## src/rtl/fetch_queue_if.sv

```systemverilog
// -----------------------------------------------------------------------------
// fetch_queue_if
//
// Fetch-side handshake into the IF/ID instruction queue.
//
// Signals:
//   in_valid        fetch presents PC_in / Instruction_in this cycle
//   PC_in           fetched PC
//   Instruction_in  fetched instruction
//   in_ready        queue can accept this cycle (combinational from the queue)
//
// Modports:
//   master  fetch stage: drives the request, observes in_ready
//   slave   fetch_queue: observes the request, drives in_ready
// -----------------------------------------------------------------------------
interface fetch_queue_if #(
    parameter int PC_W    = 32,
    parameter int INSTR_W = 32
);
    logic               in_valid;
    logic [PC_W-1:0]    PC_in;
    logic [INSTR_W-1:0] Instruction_in;
    logic               in_ready;

    modport master (
        output in_valid,
        output PC_in,
        output Instruction_in,
        input  in_ready
    );

    modport slave (
        input  in_valid,
        input  PC_in,
        input  Instruction_in,
        output in_ready
    );
endinterface

```

## src/rtl/fetch_queue.sv

```systemverilog
// -----------------------------------------------------------------------------
// fetch_queue
//
// IF/ID boundary buffer. A DEPTH-entry in-order circular queue of
// {PC, Instruction} sits between fetch and a registered decode-stage output.
// Fetch keeps filling the queue while decode is frozen; a flush drops all
// queued and in-flight instructions and presents a NOP bubble to decode.
//
// Ports:
//   clk          clock, all state updates on the rising edge
//   rst          synchronous, active-high reset
//   freeze       decode stall: output register and head are held
//   flush        discard queue and this cycle's input, present NOP bubble
//   fetch        fetch_queue_if.slave (in_valid, PC_in, Instruction_in, in_ready)
//   PC           decode-stage PC (registered)
//   Instruction  decode-stage instruction (registered)
//   out_valid    PC/Instruction hold a real instruction
//   count        queued entries, not counting the output register
//
// DEPTH must be a power of two and at least 2 so the pointers wrap simply by
// overflowing their $clog2(DEPTH) bits.
// -----------------------------------------------------------------------------
module fetch_queue #(
    parameter int                 INSTR_W   = 32,
    parameter int                 PC_W      = 32,
    parameter int                 DEPTH     = 4,
    parameter logic [INSTR_W-1:0] NOP_INSTR = {4'b1110, {(INSTR_W-4){1'b0}}}
) (
    input  logic                         clk,
    input  logic                         rst,
    input  logic                         freeze,
    input  logic                         flush,
    fetch_queue_if.slave                 fetch,
    output logic [PC_W-1:0]              PC,
    output logic [INSTR_W-1:0]           Instruction,
    output logic                         out_valid,
    output logic [$clog2(DEPTH+1)-1:0]   count
);

    localparam int PTR_W = $clog2(DEPTH);
    localparam int CNT_W = $clog2(DEPTH+1);

    // ------------------------------------------------------------------
    // State
    // ------------------------------------------------------------------
    logic [PTR_W-1:0]   head_q,  head_d;
    logic [PTR_W-1:0]   tail_q,  tail_d;
    logic [CNT_W-1:0]   count_q, count_d;
    logic [PC_W-1:0]    pc_q,    pc_d;
    logic [INSTR_W-1:0] instr_q, instr_d;
    logic               valid_q, valid_d;

    // Queue storage. Contents are never cleared; only the pointers are, so
    // a stale entry can never be read because count gates every pop.
    logic [PC_W-1:0]    pc_mem    [DEPTH];
    logic [INSTR_W-1:0] instr_mem [DEPTH];

    // ------------------------------------------------------------------
    // Handshake and datapath control
    // ------------------------------------------------------------------
    logic queue_full;
    logic queue_empty;
    logic accept;
    logic advance;
    logic pop;
    logic bypass;
    logic push;

    // in_ready is a function of registered count only: no path from
    // freeze/flush, and no pass-through when full even if a pop happens.
    assign queue_full  = (count_q == CNT_W'(DEPTH));
    assign queue_empty = (count_q == '0);

    assign fetch.in_ready = ~queue_full;

    assign accept  = fetch.in_valid & ~queue_full & ~flush;
    assign advance = ~freeze & ~flush;

    // With an empty queue an accepted input goes straight to the output
    // register and never occupies a queue slot.
    assign pop    = advance & ~queue_empty;
    assign bypass = advance &  queue_empty & accept;
    assign push   = accept  & ~bypass;

    // ------------------------------------------------------------------
    // Pointer / occupancy next-state
    // ------------------------------------------------------------------
    always_comb begin
        head_d  = head_q;
        tail_d  = tail_q;
        count_d = count_q;

        if (flush) begin
            head_d  = '0;
            tail_d  = '0;
            count_d = '0;
        end else begin
            if (pop) begin
                head_d = head_q + PTR_W'(1);
            end
            if (push) begin
                tail_d = tail_q + PTR_W'(1);
            end
            // A simultaneous pop and push leaves occupancy unchanged.
            count_d = count_q + CNT_W'(push) - CNT_W'(pop);
        end
    end

    // ------------------------------------------------------------------
    // Output register next-state
    // ------------------------------------------------------------------
    always_comb begin
        pc_d    = pc_q;
        instr_d = instr_q;
        valid_d = valid_q;

        if (flush) begin
            pc_d    = '0;
            instr_d = NOP_INSTR;
            valid_d = 1'b0;
        end else if (~freeze) begin
            if (~queue_empty) begin
                pc_d    = pc_mem[head_q];
                instr_d = instr_mem[head_q];
                valid_d = 1'b1;
            end else if (accept) begin
                pc_d    = fetch.PC_in;
                instr_d = fetch.Instruction_in;
                valid_d = 1'b1;
            end else begin
                // Nothing to hand over: present a bubble.
                pc_d    = '0;
                instr_d = NOP_INSTR;
                valid_d = 1'b0;
            end
        end
    end

    // ------------------------------------------------------------------
    // Sequential state
    // ------------------------------------------------------------------
    always_ff @(posedge clk) begin
        if (rst) begin
            head_q  <= '0;
            tail_q  <= '0;
            count_q <= '0;
            pc_q    <= '0;
            instr_q <= '0;
            valid_q <= 1'b0;
        end else begin
            head_q  <= head_d;
            tail_q  <= tail_d;
            count_q <= count_d;
            pc_q    <= pc_d;
            instr_q <= instr_d;
            valid_q <= valid_d;
        end
    end

    // One write port per entry, selected by the tail pointer. A write that
    // lands during reset is harmless: the pointers are cleared in the same
    // edge, so the entry is treated as empty.
    generate
        for (genvar gi = 0; gi < DEPTH; gi++) begin : g_entry
            logic wr_en;
            assign wr_en = push & (tail_q == PTR_W'(gi));

            always_ff @(posedge clk) begin
                if (wr_en) begin
                    pc_mem[gi]    <= fetch.PC_in;
                    instr_mem[gi] <= fetch.Instruction_in;
                end
            end
        end
    endgenerate

    // ------------------------------------------------------------------
    // Outputs
    // ------------------------------------------------------------------
    assign PC          = pc_q;
    assign Instruction = instr_q;
    assign out_valid   = valid_q;
    assign count       = count_q;

endmodule
```

## src/flat_wrapper.sv

```systemverilog
// flat-port wrapper written by rule: the top's interface ports become plain ports
module fetch_queue_flat 
#(
    parameter int                 INSTR_W   = 32,
    parameter int                 PC_W      = 32,
    parameter int                 DEPTH     = 4,
    parameter logic [INSTR_W-1:0] NOP_INSTR = {4'b1110, {(INSTR_W-4){1'b0}}}
)
  (clk, rst, freeze, flush, PC, Instruction, out_valid, count, fetch_in_valid, fetch_PC_in, fetch_Instruction_in, fetch_in_ready);
  fetch_queue_if #(.PC_W(PC_W), .INSTR_W(INSTR_W)) fetch_i ();
  input  logic clk;
  input  logic rst;
  input  logic freeze;
  input  logic flush;
  output logic [PC_W-1:0] PC;
  output logic [INSTR_W-1:0] Instruction;
  output logic out_valid;
  output logic [$clog2(DEPTH+1)-1:0] count;
  input wire logic [$bits(fetch_i.in_valid)-1:0] fetch_in_valid;
  input wire logic [$bits(fetch_i.PC_in)-1:0] fetch_PC_in;
  input wire logic [$bits(fetch_i.Instruction_in)-1:0] fetch_Instruction_in;
  output wire logic [$bits(fetch_i.in_ready)-1:0] fetch_in_ready;
  assign fetch_i.in_valid = fetch_in_valid;
  assign fetch_i.PC_in = fetch_PC_in;
  assign fetch_i.Instruction_in = fetch_Instruction_in;
  assign fetch_in_ready = fetch_i.in_ready;
  fetch_queue #(.INSTR_W(INSTR_W), .PC_W(PC_W), .DEPTH(DEPTH), .NOP_INSTR(NOP_INSTR)) u_core (.clk(clk), .rst(rst), .freeze(freeze), .flush(flush), .fetch(fetch_i), .PC(PC), .Instruction(Instruction), .out_valid(out_valid), .count(count));
endmodule
```

## config.mk

```make
export PLATFORM = sky130hd
export DESIGN_NAME = fetch_queue_flat
export DESIGN_NICKNAME = d
export VERILOG_FILES = /design/src/rtl/fetch_queue_if.sv /design/src/rtl/fetch_queue.sv /design/src/flat_wrapper.sv
export SDC_FILE = /design/constraint.sdc
export NUM_CORES = 1
export LEC_CHECK = 0
export BUFFER_PORTS_ARGS = -buffer_cell sky130_fd_sc_hd__buf_2
export CAP_MARGIN = 25
export CORE_MARGIN = 4
export CORE_UTILIZATION = 50
export CTS_CLUSTER_SIZE = 16
export DETAILED_ROUTE_END_ITERATION = 8
export PLACE_DENSITY = 0.81
export SLEW_MARGIN = 20
export SYNTH_ARGS = -nofsm -noshare
export SYNTH_HDL_FRONTEND = slang
export SYNTH_SLANG_ARGS = --single-unit
```

## constraint.sdc

```tcl
create_clock -name clk -period 2.8 [get_ports clk]
set_input_delay 0.28 -clock clk [delete_from_list [all_inputs] [get_ports clk]]
set_output_delay 0.28 -clock clk [all_outputs]
set_load 0.005 [all_outputs]
```

==> flow_summary.yaml <==
run_status:
  outcome: "complete, no violations"
logic_synthesis:
  synth_seq_cells: 330
  syn-cell-area_um2: 12300
  synth.distinct_cells: 34
  syn_nets: 765
  ys_seq_area_share_pct: 74.6
  yosysWarnings: 0
  syn_area_per_cell_um2: 17.8
  synthCells: 689
sta:
  worst_pin_slew_ns: 0.607
  finalCritPeriodShare_pct: 79.3
  period_needed_ns: 2.22
  worst_slack_ns: 0.581
  setup-tns-final_ns: 0
  slew_violations: 0
  fmax_mhz: 451
  fin_skew_ns: 0.00942
  setup_viol: 0
  hold_violations: 0
  rsz0062_at_grt: "false"
  relSlewSlack_pct: 59.5
floorplan:
  ios: 138
  die-width_um: 165
  start_util_pct: 50.7
  die_h_um: 165
  core_area_um2: 24200
  num_rows: 57
  dieArea_um2: 27200
detailed_routing:
  drc_errors: 0
  vias_per_cell: 5.66
  wl_per_cell_um: 21.3
  vias: 6812
  dr.pass1.iters: 5
  drt-total-wl_mm: 25.7
  drt_iter0_drc: 637
  ant_nets: 0
setup_path:
  crit_path_start_kind: "register"
  arrival_ns: 2.57
  worst-path-max-fanout: 6
  crit_required_ns: 3.15
  criticalPathCategory: "reg2reg"
  crit_path_end_kind: "register"
clock_tree:
  cts_max_level: 2
  root_buffer: "clkbuf_16"
  clk_transition_reported_paths_ns: 0.06
  clock-sinks: 330
  postCtsSetupBuffers: 0
  cts_tree: "built"
  postCtsHoldBufs: 12
  cts_resized: 0
  cts_buffers: 34
  clockBufferDepth: 3
  worstSkewPairLatency_ns: 0.50
grt:
  grt_pass1_vias: 7006
  grt_max_degree: 44
  grt_usage_pct: 19.0
  antenna_found_initial: 2
  grt_pass1_wl_mm: 39.4
  gr-total-overflow: 0
cells_and_area:
  drive_above_1_share_pct: 33.1
  final_cell_mix: "edfxtp_1, buf_2, dfxtp_1"
  nNetsFinal: 928
  final_common_cell: "edfxtp_1"
  areaGrowthSynthToFinish_pct: 19.4
pwr:
  p_leak_nw: 4.93
  p_per_area_nw_per_um2: 699
  ir_worst_vdd_uv: 455
place:
  dp_slack_ns: 0.621
  io_buffer_count: 137
  dpl.hpwl_mm: 15.1
  gp_congestion: 0.766
worst_hold_path:
  hold_class: "in2reg"
job:
  maxCapViolCount: 0
## synth_stat cells
master | n | area, µm²
edfxtp_1 | 256 | 7690
dfxtp_1 | 74 | 1480
nand2_1 | 62 | 233
a22oi_1 | 61 | 458
mux4_2 | 61 | 1370
o21ai_1 | 57 | 285
clkbuf_1 | 19 | 71.3
buf_2 | 9 | 45.0
nor2_1 | 9 | 33.8
buf_4 | 8 | 60.1
inv_1 | 8 | 30.0
mux2i_1 | 7 | 70.1
buf_6 | 6 | 67.6
ha_1 | 6 | 75.1
a21oi_1 | 5 | 25.0
nor3_1 | 5 | 25.0
o21ai_0 | 5 | 25.0
and2_1 | 4 | 25.0
o22ai_1 | 4 | 25.0
xnor2_1 | 4 | 35.0
nand2b_1 | 3 | 18.8
o21ai_2 | 3 | 26.3
or3_1 | 2 | 12.5
a21oi_2 | 1 | 8.76
buf_1 | 1 | 3.75
fa_1 | 1 | 20.0
nor2b_1 | 1 | 6.26
nor3_2 | 1 | 10.0
nor3_4 | 1 | 16.3
nor3b_1 | 1 | 7.51
o32ai_1 | 1 | 8.76
or2_1 | 1 | 6.26
or3_4 | 1 | 11.3
or3b_2 | 1 | 8.76
## sequential cells by signal (all words and copies together), names as in the netlist, named ones only
signal and flops:
u_core.instr_mem 128, u_core.pc_mem 128, u_core.Instruction 32, u_core.PC 32
u_core.count 3, u_core.head_q 2, u_core.tail_q 2, u_core.out_valid 1
## where the power goes
group	leakage [nW]	internal, W	switching [W]
clock	0.567	0.00276	0.00178
combinational	1.45	0.000148	0.000218
sequential	2.91	0.00533	0.0000255
total	4.93	0.00824	0.00202
## worst paths after layout
kind,startpoint,end,slack (ns),cells after the start
max,u_core.count[2],u_core.count[2],0.58,10
min,fetch_PC_in[19],u_core.pc_mem[3][19],0.02,1
max reg2reg,u_core.count[2],u_core.count[2],0.58,10
min reg2reg,u_core.head_q[0],register,0.51,2
## cell families after synthesis
kind of cell | Yosys count | share of synthesized area (%)
AO/OA/AOI/OAI | 137 | 7.01
buffers and inverters | 51 | 2.26
AND/OR/NAND/NOR | 92 | 3.37
XOR/XNOR | 4 | 0.285
flip-flops | 330 | 74.6
adder cells (fa/ha/maj) | 7 | 0.773
multiplexers | 68 | 11.7
## worst max-delay path: stages (launching register included)
cell     delay [ns]
dfxtp_1        0.36
nor3_1         0.20
buf_4          0.18
nor3_1         0.05
ha_1           0.27
inv_1          0.04
ha_1           0.18
fa_1           0.40
xnor2_1        0.19
xnor2_1        0.13
nor2_1         0.07
## layout make-up
| cell class | instances | area, µm² |
|---|---|---|
| Fill cell | 1727 | 9570 |
| Sequential cell | 330 | 9180 |
| Multi-Input combinational cell | 308 | 2870 |
| Timing Repair Buffer | 170 | 1050 |
| Clock buffer | 46 | 987 |
| Tap cell | 324 | 405 |
| Clock inverter | 15 | 161 |
| Inverter | 8 | 30.0 |
| Antenna cell | 2 | 5.00 |
## layer usage
metal | share of wire, % | track usage [%]
met1 | 40 | 25.6
met2 | 51 | 31.9
met3 | 7.2 | 3.87
met4 | 1.7 | 5.29
met5 | 0 | 0
## per-stage QoR
stage	hold slack (ns)	power [W]	cell area, µm²	util (%)	std cells
floorplan	0.379	0.00564	12300	-	689
global placement	0.498	0.00580	13400	55.3	1128
detailed placement	0.504	0.00582	13400	55.3	1128
CTS	0.000191	0.0104	14700	60.5	1201
global route	0.00300	0.0106	14700	60.6	1203
finish	0.0161	0.0103	14700	60.6	1203
(Power assumes the default switching activity.)
